===== src/rtl/gpio_wb_cfg_seq_if.sv =====
// Wishbone master port of the GPIO configuration sequencer.
// master: drives cyc/stb/we/sel/adr/dat_o, samples dat_i/ack.
// slave : the GPIO block side (or a bench model of it).
interface gpio_wb_cfg_seq_if;
    logic        wbm_cyc_o;
    logic        wbm_stb_o;
    logic        wbm_we_o;
    logic [3:0]  wbm_sel_o;
    logic [31:0] wbm_adr_o;
    logic [31:0] wbm_dat_o;
    logic [31:0] wbm_dat_i;
    logic        wbm_ack_i;

    modport master (
        output wbm_cyc_o, wbm_stb_o, wbm_we_o, wbm_sel_o, wbm_adr_o, wbm_dat_o,
        input  wbm_dat_i, wbm_ack_i
    );

    modport slave (
        input  wbm_cyc_o, wbm_stb_o, wbm_we_o, wbm_sel_o, wbm_adr_o, wbm_dat_o,
        output wbm_dat_i, wbm_ack_i
    );
endinterface


===== src/rtl/gpio_wb_cfg_seq.sv =====
// Wishbone master sequencer that programs the 38-bit GPIO block in one go:
// IO_L, IO_H, OEB_L, OEB_H (values before enables), then optionally reads
// OEB_L/OEB_H back and compares them against what was written.
//
// Ports:
//   wb_clk_i, wb_rst_i     clock, synchronous active-low reset
//   start, verify          begin a sequence / add readback steps (IDLE only)
//   cfg_io, cfg_oeb        38-bit output value and output-enable-bar value
//   busy, done             sequence in progress / one-cycle completion pulse
//   err_code, err_step     00 ok, 01 timeout, 10 mismatch; failing step index
//   wbm                    Wishbone master port (gpio_wb_cfg_seq_if.master)
module gpio_wb_cfg_seq #(
    parameter logic [31:0] GPIO_BASE      = 32'h300FFFE8,
    parameter int          TIMEOUT_CYCLES = 16
) (
    input  logic        wb_clk_i,
    input  logic        wb_rst_i,
    input  logic        start,
    input  logic        verify,
    input  logic [37:0] cfg_io,
    input  logic [37:0] cfg_oeb,
    output logic        busy,
    output logic        done,
    output logic [1:0]  err_code,
    output logic [2:0]  err_step,
    gpio_wb_cfg_seq_if.master wbm
);

    typedef enum logic [1:0] {IDLE, XFER, GAP, DONE} state_t;

    localparam logic [7:0] TMO_LAST = 8'(TIMEOUT_CYCLES - 1);

    state_t      state;
    logic [2:0]  step;
    logic [7:0]  tmo_cnt;
    logic [37:0] io_q;
    logic [37:0] oeb_q;
    logic        verify_q;

    logic        cyc_q;
    logic        stb_q;
    logic        we_q;
    logic [3:0]  sel_q;
    logic [31:0] adr_q;
    logic [31:0] dat_q;

    logic [2:0]  step_nxt;
    logic [2:0]  last_step;

    assign step_nxt  = step + 3'd1;
    assign last_step = verify_q ? 3'd5 : 3'd3;

    assign wbm.wbm_cyc_o = cyc_q;
    assign wbm.wbm_stb_o = stb_q;
    assign wbm.wbm_we_o  = we_q;
    assign wbm.wbm_sel_o = sel_q;
    assign wbm.wbm_adr_o = adr_q;
    assign wbm.wbm_dat_o = dat_q;

    // Register address of each step. Steps 4/5 read back OEB_L/OEB_H.
    function automatic logic [31:0] step_adr(input logic [2:0] s);
        case (s)
            3'd0:       step_adr = GPIO_BASE + 32'd8;
            3'd1:       step_adr = GPIO_BASE + 32'd12;
            3'd2, 3'd4: step_adr = GPIO_BASE + 32'd4;
            default:    step_adr = GPIO_BASE;
        endcase
    endfunction

    // Write data for steps 0..3, expected read data for steps 4/5.
    function automatic logic [31:0] step_dat(input logic [2:0] s,
                                             input logic [37:0] io,
                                             input logic [37:0] oeb);
        case (s)
            3'd0:       step_dat = io[31:0];
            3'd1:       step_dat = {26'b0, io[37:32]};
            3'd2, 3'd4: step_dat = oeb[31:0];
            default:    step_dat = {26'b0, oeb[37:32]};
        endcase
    endfunction

    always_ff @(posedge wb_clk_i) begin
        if (!wb_rst_i) begin
            state    <= IDLE;
            step     <= 3'd0;
            tmo_cnt  <= 8'd0;
            io_q     <= '0;
            oeb_q    <= '0;
            verify_q <= 1'b0;
            busy     <= 1'b0;
            done     <= 1'b0;
            err_code <= 2'b00;
            err_step <= 3'd0;
            cyc_q    <= 1'b0;
            stb_q    <= 1'b0;
            we_q     <= 1'b0;
            sel_q    <= 4'h0;
            adr_q    <= 32'h0;
            dat_q    <= 32'h0;
        end else begin
            done <= 1'b0;
            unique case (state)
                IDLE: begin
                    if (start) begin
                        io_q     <= cfg_io;
                        oeb_q    <= cfg_oeb;
                        verify_q <= verify;
                        err_code <= 2'b00;
                        err_step <= 3'd0;
                        step     <= 3'd0;
                        tmo_cnt  <= 8'd0;
                        busy     <= 1'b1;
                        state    <= XFER;
                        // Step 0 is a write; the raw inputs are used because
                        // the captured copies land on this same edge.
                        cyc_q    <= 1'b1;
                        stb_q    <= 1'b1;
                        we_q     <= 1'b1;
                        sel_q    <= 4'hF;
                        adr_q    <= step_adr(3'd0);
                        dat_q    <= step_dat(3'd0, cfg_io, cfg_oeb);
                    end
                end

                XFER: begin
                    tmo_cnt <= tmo_cnt + 8'd1;
                    if (wbm.wbm_ack_i || tmo_cnt == TMO_LAST) begin
                        cyc_q <= 1'b0;
                        stb_q <= 1'b0;
                        we_q  <= 1'b0;
                        sel_q <= 4'h0;
                        adr_q <= 32'h0;
                        dat_q <= 32'h0;
                    end
                    if (wbm.wbm_ack_i) begin
                        if (!we_q && wbm.wbm_dat_i != step_dat(step, io_q, oeb_q)) begin
                            err_code <= 2'b10;
                            err_step <= step;
                            done     <= 1'b1;
                            state    <= DONE;
                        end else if (step == last_step) begin
                            done  <= 1'b1;
                            state <= DONE;
                        end else begin
                            state <= GAP;
                        end
                    end else if (tmo_cnt == TMO_LAST) begin
                        err_code <= 2'b01;
                        err_step <= step;
                        done     <= 1'b1;
                        state    <= DONE;
                    end
                end

                // One idle bus cycle between steps so the slave can drop ack.
                GAP: begin
                    step    <= step_nxt;
                    tmo_cnt <= 8'd0;
                    state   <= XFER;
                    cyc_q   <= 1'b1;
                    stb_q   <= 1'b1;
                    we_q    <= ~step_nxt[2];
                    sel_q   <= 4'hF;
                    adr_q   <= step_adr(step_nxt);
                    dat_q   <= step_nxt[2] ? 32'h0 : step_dat(step_nxt, io_q, oeb_q);
                end

                DONE: begin
                    busy  <= 1'b0;
                    state <= IDLE;
                end
            endcase
        end
    end

endmodule


===== src/flat_wrapper.sv =====
// flat-port wrapper written by rule: the top's interface ports become plain ports
module gpio_wb_cfg_seq_flat 
#(
    parameter logic [31:0] GPIO_BASE      = 32'h300FFFE8,
    parameter int          TIMEOUT_CYCLES = 16
)
  (wb_clk_i, wb_rst_i, start, verify, cfg_io, cfg_oeb, busy, done, err_code, err_step, wbm_wbm_cyc_o, wbm_wbm_stb_o, wbm_wbm_we_o, wbm_wbm_sel_o, wbm_wbm_adr_o, wbm_wbm_dat_o, wbm_wbm_dat_i, wbm_wbm_ack_i);
  gpio_wb_cfg_seq_if wbm_i ();
  input  logic wb_clk_i;
  input  logic wb_rst_i;
  input  logic start;
  input  logic verify;
  input  logic [37:0] cfg_io;
  input  logic [37:0] cfg_oeb;
  output logic busy;
  output logic done;
  output logic [1:0] err_code;
  output logic [2:0] err_step;
  output wire logic [$bits(wbm_i.wbm_cyc_o)-1:0] wbm_wbm_cyc_o;
  output wire logic [$bits(wbm_i.wbm_stb_o)-1:0] wbm_wbm_stb_o;
  output wire logic [$bits(wbm_i.wbm_we_o)-1:0] wbm_wbm_we_o;
  output wire logic [$bits(wbm_i.wbm_sel_o)-1:0] wbm_wbm_sel_o;
  output wire logic [$bits(wbm_i.wbm_adr_o)-1:0] wbm_wbm_adr_o;
  output wire logic [$bits(wbm_i.wbm_dat_o)-1:0] wbm_wbm_dat_o;
  input wire logic [$bits(wbm_i.wbm_dat_i)-1:0] wbm_wbm_dat_i;
  input wire logic [$bits(wbm_i.wbm_ack_i)-1:0] wbm_wbm_ack_i;
  assign wbm_wbm_cyc_o = wbm_i.wbm_cyc_o;
  assign wbm_wbm_stb_o = wbm_i.wbm_stb_o;
  assign wbm_wbm_we_o = wbm_i.wbm_we_o;
  assign wbm_wbm_sel_o = wbm_i.wbm_sel_o;
  assign wbm_wbm_adr_o = wbm_i.wbm_adr_o;
  assign wbm_wbm_dat_o = wbm_i.wbm_dat_o;
  assign wbm_i.wbm_dat_i = wbm_wbm_dat_i;
  assign wbm_i.wbm_ack_i = wbm_wbm_ack_i;
  gpio_wb_cfg_seq #(.GPIO_BASE(GPIO_BASE), .TIMEOUT_CYCLES(TIMEOUT_CYCLES)) u_core (.wb_clk_i(wb_clk_i), .wb_rst_i(wb_rst_i), .start(start), .verify(verify), .cfg_io(cfg_io), .cfg_oeb(cfg_oeb), .busy(busy), .done(done), .err_code(err_code), .err_step(err_step), .wbm(wbm_i));
endmodule

===== config.mk =====
export PLATFORM = sky130hd
export DESIGN_NAME = gpio_wb_cfg_seq_flat
export DESIGN_NICKNAME = d
export VERILOG_FILES = /design/src/rtl/gpio_wb_cfg_seq_if.sv /design/src/rtl/gpio_wb_cfg_seq.sv /design/src/flat_wrapper.sv
export SDC_FILE = /design/constraint.sdc
export NUM_CORES = 1
export LEC_CHECK = 0
export CAP_MARGIN = 20
export CORE_MARGIN = 2
export CORE_UTILIZATION = 50
export CTS_CLUSTER_SIZE = 10
export DETAILED_ROUTE_END_ITERATION = 7
export PLACE_DENSITY = 0.82
export SETUP_SLACK_MARGIN = 0.3
export SYNTH_ARGS = -nofsm -noshare
export SYNTH_HDL_FRONTEND = slang
export SYNTH_SLANG_ARGS = --single-unit

===== constraint.sdc =====
create_clock -name wb_clk_i -period 3.6 [get_ports wb_clk_i]
set_input_delay 0.54 -clock wb_clk_i [delete_from_list [all_inputs] [get_ports wb_clk_i]]
set_output_delay 0.54 -clock wb_clk_i [all_outputs]
set_load 0.02 [all_outputs]

Word-level counts from Yosys, hierarchy flattened
Cells that the tools add are included.
{"block": "totals", "register_bits": 167, "inputBits": 113, "out_inout_bits": 78, "word_cells": 98}
{"block": "op_classes", "n_addsub": 2, "eq_ne": 16, "mux": 44, "bitwise_logic": 1, "n_reduce_logical": 20}
{"cell": "$pmux 32 s3", "count": 4}
{"cell": "$mux 32", "count": 7}
{"cell": "$ne 32x32->1", "count": 1}
{"cell": "$pmux 8 s3", "count": 1}
{"cell": "$mux 2", "count": 8}
{"cell": "$mux 3", "count": 5}
{"cell": "$pmux 5 s3", "count": 1}
{"cell": "$pmux 3 s2", "count": 2}
{"cell": "$pmux 4 s3", "count": 1}
{"cell": "$reduce_and 2->1", "count": 6}
{"cell": "$add 8x1->8 const B", "count": 1}
{"cell": "$eq 8x4->1 const B", "count": 1}
{"cell": "$mux 4", "count": 2}
{"cell": "$mux 8", "count": 1}
{"cell": "$pmux 2 s4", "count": 1}
{"cell": "$mux 1", "count": 7}
{"cell": "$eq 3x1->1 const B", "count": 2}
{"cell": "$eq 3x2->1 const B", "count": 2}
{"cell": "$eq 3x3->1 const B", "count": 2}
{"cell": "$logic_not 3->1", "count": 2}
{"cell": "$ne 3x2->1 const B", "count": 2}
{"cell": "$pmux 1 s3", "count": 2}
{"cell": "$reduce_bool 2->1", "count": 3}
{"cell": "$eq 2x2->1 const B", "count": 2}
{"cell": "other kinds (16)", "count": 17}

Depth between registers and ports, before layout
{"block": "logic_depth", "word_depth": 11, "depth_mapped": 13, "depth_no_buf": 10}

Worst setup path before layout
No wires, ideal clock.
{"block": "synth_path", "kind": "flip-flop to flip-flop", "startpoint": "reg u_core.step[0]", "endpoint": "reg u_core.err_step[2]", "setup_time_ps": 117, "t_arrival_ps": 2842, "required_ps": 3483, "slack_ps": 641, "stages_incl_launch_ff": 14, "path_buffers": 3, "period_less_slack_ps": 2959, "path_cell_list": "dfxtp_1 -> inv_1 -> ha_1 -> buf_2 -> buf_2 -> buf_2 -> a221oi_1 -> a21oi_1 -> xnor2_1 -> nand4_1 -> or4_1 -> o21bai_4 -> a211oi_1 -> a32o_1"}
{"block": "synth_via", "elab_chain_cells": 10, "elab_cells_between_ends": 13, "classes_between": "eq/ne: 5; mux: 4; reduce/logical: 4"}
{"element": "start, declared", "line": "gpio_wb_cfg_seq.sv:34", "rtl": "logic [2:0] step;"}
{"element": "start signal, assigned", "line": "gpio_wb_cfg_seq.sv:157", "rtl": "step <= step_nxt;"}
{"element": "$eq 3x2->1 / $eq 3x3->1 (equally long branches)", "line": "gpio_wb_cfg_seq.sv:74", "rtl": "case (s)"}
{"element": "$reduce_or 2->1", "line": "gpio_wb_cfg_seq.sv:74"}
{"element": "$pmux 32 s3 (*)", "line": "gpio_wb_cfg_seq.sv:74"}
{"element": "$mux 32 (*)", "line": "gpio_wb_cfg_seq.sv:135", "rtl": "if (wbm.wbm_ack_i) begin"}
{"element": "$mux 32 (*)", "line": "gpio_wb_cfg_seq.sv:102", "rtl": "unique case (state)"}
{"element": "$mux 32 (*)", "line": "gpio_wb_cfg_seq.sv:83", "rtl": "if (!wb_rst_i) begin"}
{"element": "$ne 32x32->1 (*)", "line": "gpio_wb_cfg_seq.sv:136", "rtl": "if (!we_q && wbm.wbm_dat_i != step_dat(step, io_q, oeb_q)) begin"}
{"element": "$logic_and 1x1->1 (*)", "line": "gpio_wb_cfg_seq.sv:136"}
{"element": "$ne 3x2->1 (no line) (*)"}
{"element": "$reduce_and 4->1 (no line) (*)"}
{"element": "end signal, assigned", "line": "gpio_wb_cfg_seq.sv:138", "rtl": "err_step <= step;"}
{"element": "end signal, assigned", "line": "gpio_wb_cfg_seq.sv:149", "rtl": "err_step <= step;"}
{"element": "end, declared", "line": "gpio_wb_cfg_seq.sv:25", "rtl": "output logic [2:0] err_step,"}
Mark *: on every way between the ends. The rest lies on a longest branch, timed or not. The select of a mux whose other input is x is not followed.
A chain may end at the register's enable or synchronous reset.

Worst setup path in the final report
{"block": "layout_path", "startpoint": "reg u_core.step[1]", "endpoint": "reg u_core.err_step[2]"}
Same word-level chain as after synthesis.

==> impl_metrics.xml <==
<?xml version="1.0" encoding="UTF-8"?>
<metrics>
  <group name="status">
    <metric name="status" unit="">finished, final reports clean</metric>
  </group>
  <group name="timing">
    <metric name="period_needed" unit="ps">3137</metric>
    <metric name="maxSlewViolCount" unit="">0</metric>
    <metric name="slew_headroom" unit="%">49.79</metric>
    <metric name="max_freq" unit="MHz">318.7</metric>
    <metric name="final-setup-viol-count" unit="">0</metric>
    <metric name="rsz0062_at_grt" unit="">false</metric>
    <metric name="final_min_period_over_clock_period" unit="%">87.15</metric>
    <metric name="clock_skew" unit="ps">5.967</metric>
    <metric name="report.final.hold_viol_count" unit="">0</metric>
    <metric name="setup_total_negative_slack" unit="ps">0</metric>
    <metric name="worst_pin_slew" unit="ps">753.2</metric>
  </group>
  <group name="run">
    <metric name="maxCapViolCount" unit="">0</metric>
  </group>
  <group name="yosys">
    <metric name="async_flop_share" unit="%">0</metric>
    <metric name="synth_enable_flop_cells" unit="">0</metric>
    <metric name="yosysTopAreaCellShare" unit="%">36.66</metric>
    <metric name="synth_sequential_area_ratio" unit="%">36.66</metric>
    <metric name="synth_seq_cells" unit="">135</metric>
    <metric name="synthFlopType" unit="">sky130_fd_sc_hd__dfxtp_1</metric>
    <metric name="area_leader_netlist" unit="">sky130_fd_sc_hd__dfxtp_1</metric>
    <metric name="syn-cell-area" unit="sq um">7372</metric>
    <metric name="synthesis.instances" unit="">930</metric>
    <metric name="netlist-cell-type-count" unit="">60</metric>
    <metric name="yosysWarningCount" unit="">0</metric>
    <metric name="synth_area_per_cell" unit="sq um">7.927</metric>
    <metric name="synth.area.top_cells" unit="">sky130_fd_sc_hd__dfxtp_1 (37%), sky130_fd_sc_hd__nand2_1 (11%), sky130_fd_sc_hd__a21boi_0 (9.0%), sky130_fd_sc_hd__a221oi_1 (3.7%), sky130_fd_sc_hd__o211a_1 (3.7%)</metric>
  </group>
  <group name="clock_tree">
    <metric name="cts_tree" unit="">yes</metric>
    <metric name="cts.sink_count" unit="">135</metric>
    <metric name="ctsHoldBuffers" unit="">0</metric>
    <metric name="clk_path_buf_depth" unit="">2</metric>
    <metric name="cts_inserted_buffers" unit="">17</metric>
    <metric name="clockRootBuffer" unit="">sky130_fd_sc_hd__clkbuf_16</metric>
    <metric name="clock_insertion_delay_at_the_later_pin_of_the_skew_report" unit="ps">420</metric>
    <metric name="cts-htree-levels" unit="">4</metric>
    <metric name="clk_pin_slew" unit="ps">60</metric>
  </group>
  <group name="die">
    <metric name="die_span_y" unit="um">125.4</metric>
    <metric name="dieArea" unit="sq um">15730</metric>
    <metric name="die_w" unit="um">125.4</metric>
    <metric name="ioPinCount" unit="">191</metric>
    <metric name="starting_density_of_the_core" unit="%">50.92</metric>
    <metric name="floorplan.core_area" unit="sq um">14480</metric>
    <metric name="std_cell_rows" unit="">44</metric>
  </group>
  <group name="route">
    <metric name="route.antenna.remaining_nets" unit="">0</metric>
    <metric name="drc_violation_total_after_the_first_tritonroute_iteration" unit="">725</metric>
    <metric name="post_drt_wl_per_cell" unit="um">17.37</metric>
    <metric name="totalWireLength" unit="um">21620</metric>
    <metric name="route.vias.total" unit="">7168</metric>
    <metric name="drc" unit="">0</metric>
    <metric name="viasPerCell" unit="">5.757</metric>
    <metric name="dr.pass1.iters" unit="">8</metric>
  </group>
  <group name="critical_path">
    <metric name="setup.worst_path.start_class" unit="">flip-flop</metric>
    <metric name="crit_path_end_kind" unit="">flip-flop</metric>
    <metric name="worst-path-max-fanout" unit="">19</metric>
    <metric name="critical_path_class" unit="">flip-flop to flip-flop</metric>
    <metric name="crit_arrival" unit="ps">3440</metric>
    <metric name="worst_ep_required_time" unit="ps">3910</metric>
  </group>
  <group name="global_route">
    <metric name="global_route.overflow_total" unit="">0</metric>
    <metric name="grt_pass1_vias" unit="">6860</metric>
    <metric name="grt_first_pass_wirelength" unit="um">34640</metric>
    <metric name="grt_antenna_before_repair" unit="">0</metric>
    <metric name="gr-usage-all-layers" unit="%">26.95</metric>
    <metric name="maximum_number_of_pins_on_one_net_before_global_route_repair" unit="">87</metric>
  </group>
  <group name="power">
    <metric name="total_leakage_power" unit="nW">3.697</metric>
    <metric name="power.share.clock" unit="%">38.0</metric>
    <metric name="power_density_over_the_cells" unit="nW/um^2">526.4</metric>
    <metric name="pwr-share-seq" unit="%">35.3</metric>
    <metric name="power_report.internal_total" unit="mW">3.591</metric>
    <metric name="power.switching_fraction" unit="%">29.99</metric>
    <metric name="power_switching" unit="mW">1.538</metric>
    <metric name="power.share.combinational" unit="%">26.7</metric>
    <metric name="vdd_drop_max" unit="mV">0.3397</metric>
  </group>
  <group name="final_layout">
    <metric name="layout.nets" unit="">1174</metric>
    <metric name="n_antenna_cell" unit="">0</metric>
    <metric name="syn2layout_area_growth" unit="%">32.18</metric>
    <metric name="mostFrequentLayoutCells" unit="">sky130_fd_sc_hd__nand2_1 (224), sky130_fd_sc_hd__clkdlybuf4s50_1 (177), sky130_fd_sc_hd__dfxtp_1 (133)</metric>
    <metric name="layout-drive-gt1-share" unit="%">5.749</metric>
    <metric name="layout_commonest_cell" unit="">sky130_fd_sc_hd__nand2_1</metric>
    <metric name="filler_cell_count" unit="">1191</metric>
    <metric name="post-route-util" unit="%">67.30</metric>
  </group>
  <group name="hold_path">
    <metric name="worst_hold_path_type" unit="">flip-flop to flip-flop</metric>
  </group>
  <group name="placed_design">
    <metric name="portBuffers" unit="">178</metric>
    <metric name="finalWeightedCongestion" unit="">0.8927</metric>
    <metric name="detailed_place_hpwl" unit="um">14760</metric>
  </group>
</metrics>
==> worst max-delay path, stage by stage, from the launching register on <==
cell and delay, ps:
sky130_fd_sc_hd__dfxtp_2 400, sky130_fd_sc_hd__inv_1 170, sky130_fd_sc_hd__ha_4 270, sky130_fd_sc_hd__buf_4 220, sky130_fd_sc_hd__a22o_1 220, sky130_fd_sc_hd__a222oi_1 410
sky130_fd_sc_hd__o2111ai_1 190, sky130_fd_sc_hd__or4_1 530, sky130_fd_sc_hd__o21bai_4 220, sky130_fd_sc_hd__a211oi_1 140, sky130_fd_sc_hd__a32o_1 240
==> power by group through the flow <==
stage,Sequential (mW),Clock [mW],Combinational [mW]
global placement,1.83,0,1.33
finish,1.81,1.95,1.37
CTS,1.81,1.96,1.37
detailed placement,1.84,0,1.35
global route,1.83,2.02,1.48
floorplan,1.91,0,0.753
==> cell usage after synthesis, types with 15 or more instances <==
cell	instances
sky130_fd_sc_hd__a21oi_1	47
sky130_fd_sc_hd__xnor2_1	18
sky130_fd_sc_hd__buf_4	33
sky130_fd_sc_hd__clkbuf_1	53
sky130_fd_sc_hd__a22oi_1	32
sky130_fd_sc_hd__nor2_1	50
sky130_fd_sc_hd__inv_1	15
sky130_fd_sc_hd__nand2_1	225
sky130_fd_sc_hd__a221oi_1	31
sky130_fd_sc_hd__a21boi_0	88
sky130_fd_sc_hd__dfxtp_1	135
sky130_fd_sc_hd__o211a_1	27
==> cells by family after synthesis <==
| group | Yosys count | share of synthesized area, % |
|---|---|---|
| flops | 135 | 36.66 |
| other cells | 1 | 0.05087 |
| mux | 4 | 0.5770 |
| fa+ha+maj | 13 | 2.206 |
| simple gates | 338 | 19.40 |
| buf+inv | 122 | 8.231 |
| xor+xnor | 25 | 2.970 |
| compound gates | 292 | 29.91 |
==> layout make-up <==
class	instances	area, sq um	share of cell area, %
Sequential cell	135	2708	27.79
Clock inverter	7	163.9	1.682
Timing Repair Buffer	194	1941	19.92
Inverter	16	60.06	0.6163
Tap cell	184	230.2	2.363
Multi-Input combinational cell	684	4146	42.55
Clock buffer	25	495.5	5.085
==> sequential cells by signal, indices dropped and copies added (netlist names) <==
signal and count:
u_core.busy 1, u_core.done 1, u_core.err_code 2, u_core.err_step 3, u_core.io_q 38, u_core.oeb_q 38
u_core.state 2, u_core.step 3, u_core.tmo_cnt 8, u_core.verify_q 1, u_core.wbm.wbm_adr_o 4, u_core.wbm.wbm_dat_o 32
u_core.wbm.wbm_sel_o 1, u_core.wbm.wbm_we_o 1
==> per-stage QoR <==
| step | hold slack (ps) | worst slack [ps] | power (mW) | area (sq um) | std cells |
|---|---|---|---|---|---|
| 3_5_place_dp | 463.5 | 240.7 | 3.190 | 9041 | 1212 |
| 5_1_grt | 499.1 | 320.0 | 5.335 | 9744 | 1245 |
| 6_report | 468.6 | 462.7 | 5.130 | 9744 | 1245 |
| 4_1_cts | 469.5 | 389.8 | 5.134 | 9713 | 1244 |
| 3_3_place_gp | 453.2 | 294.5 | 3.168 | 9041 | 1212 |
| 2_1_floorplan | 451.5 | 640.8 | 2.660 | 7413 | 941 |
==> what timing repair did <==
item / 4_1_cts / 5_1_grt
gates resized for setup: 2 / 4
endpoints found under the setup margin: 3 / 8
endpoints found under the hold margin: 0 / 0
buffers inserted: 0 / 1
pin swaps: 0 / 2
==> per-layer routing <==
metal	GRT usage [%]	up-vias	share of wire (%)
li1	-	3474	-
met1	32.63	3328	40
met2	46.26	317	49
met3	6.632	49	7.6
met4	10.13	0	2.8
met5	0	-	0
==> path summary, 6_finish.rpt <==
kind | from | end | slack [ps] | cells after the start
worst max-delay path | u_core.step[1] | u_core.err_step[2] | 460 | 10
worst min-delay path | u_core.wbm.wbm_adr_o[4] | u_core.wbm.wbm_adr_o[4] | 470 | 2
worst max register to register | u_core.step[1] | u_core.err_step[2] | 460 | 10
worst min register to register | u_core.wbm.wbm_adr_o[4] | u_core.wbm.wbm_adr_o[4] | 470 | 2
Power figures use the tool's default switching activity.
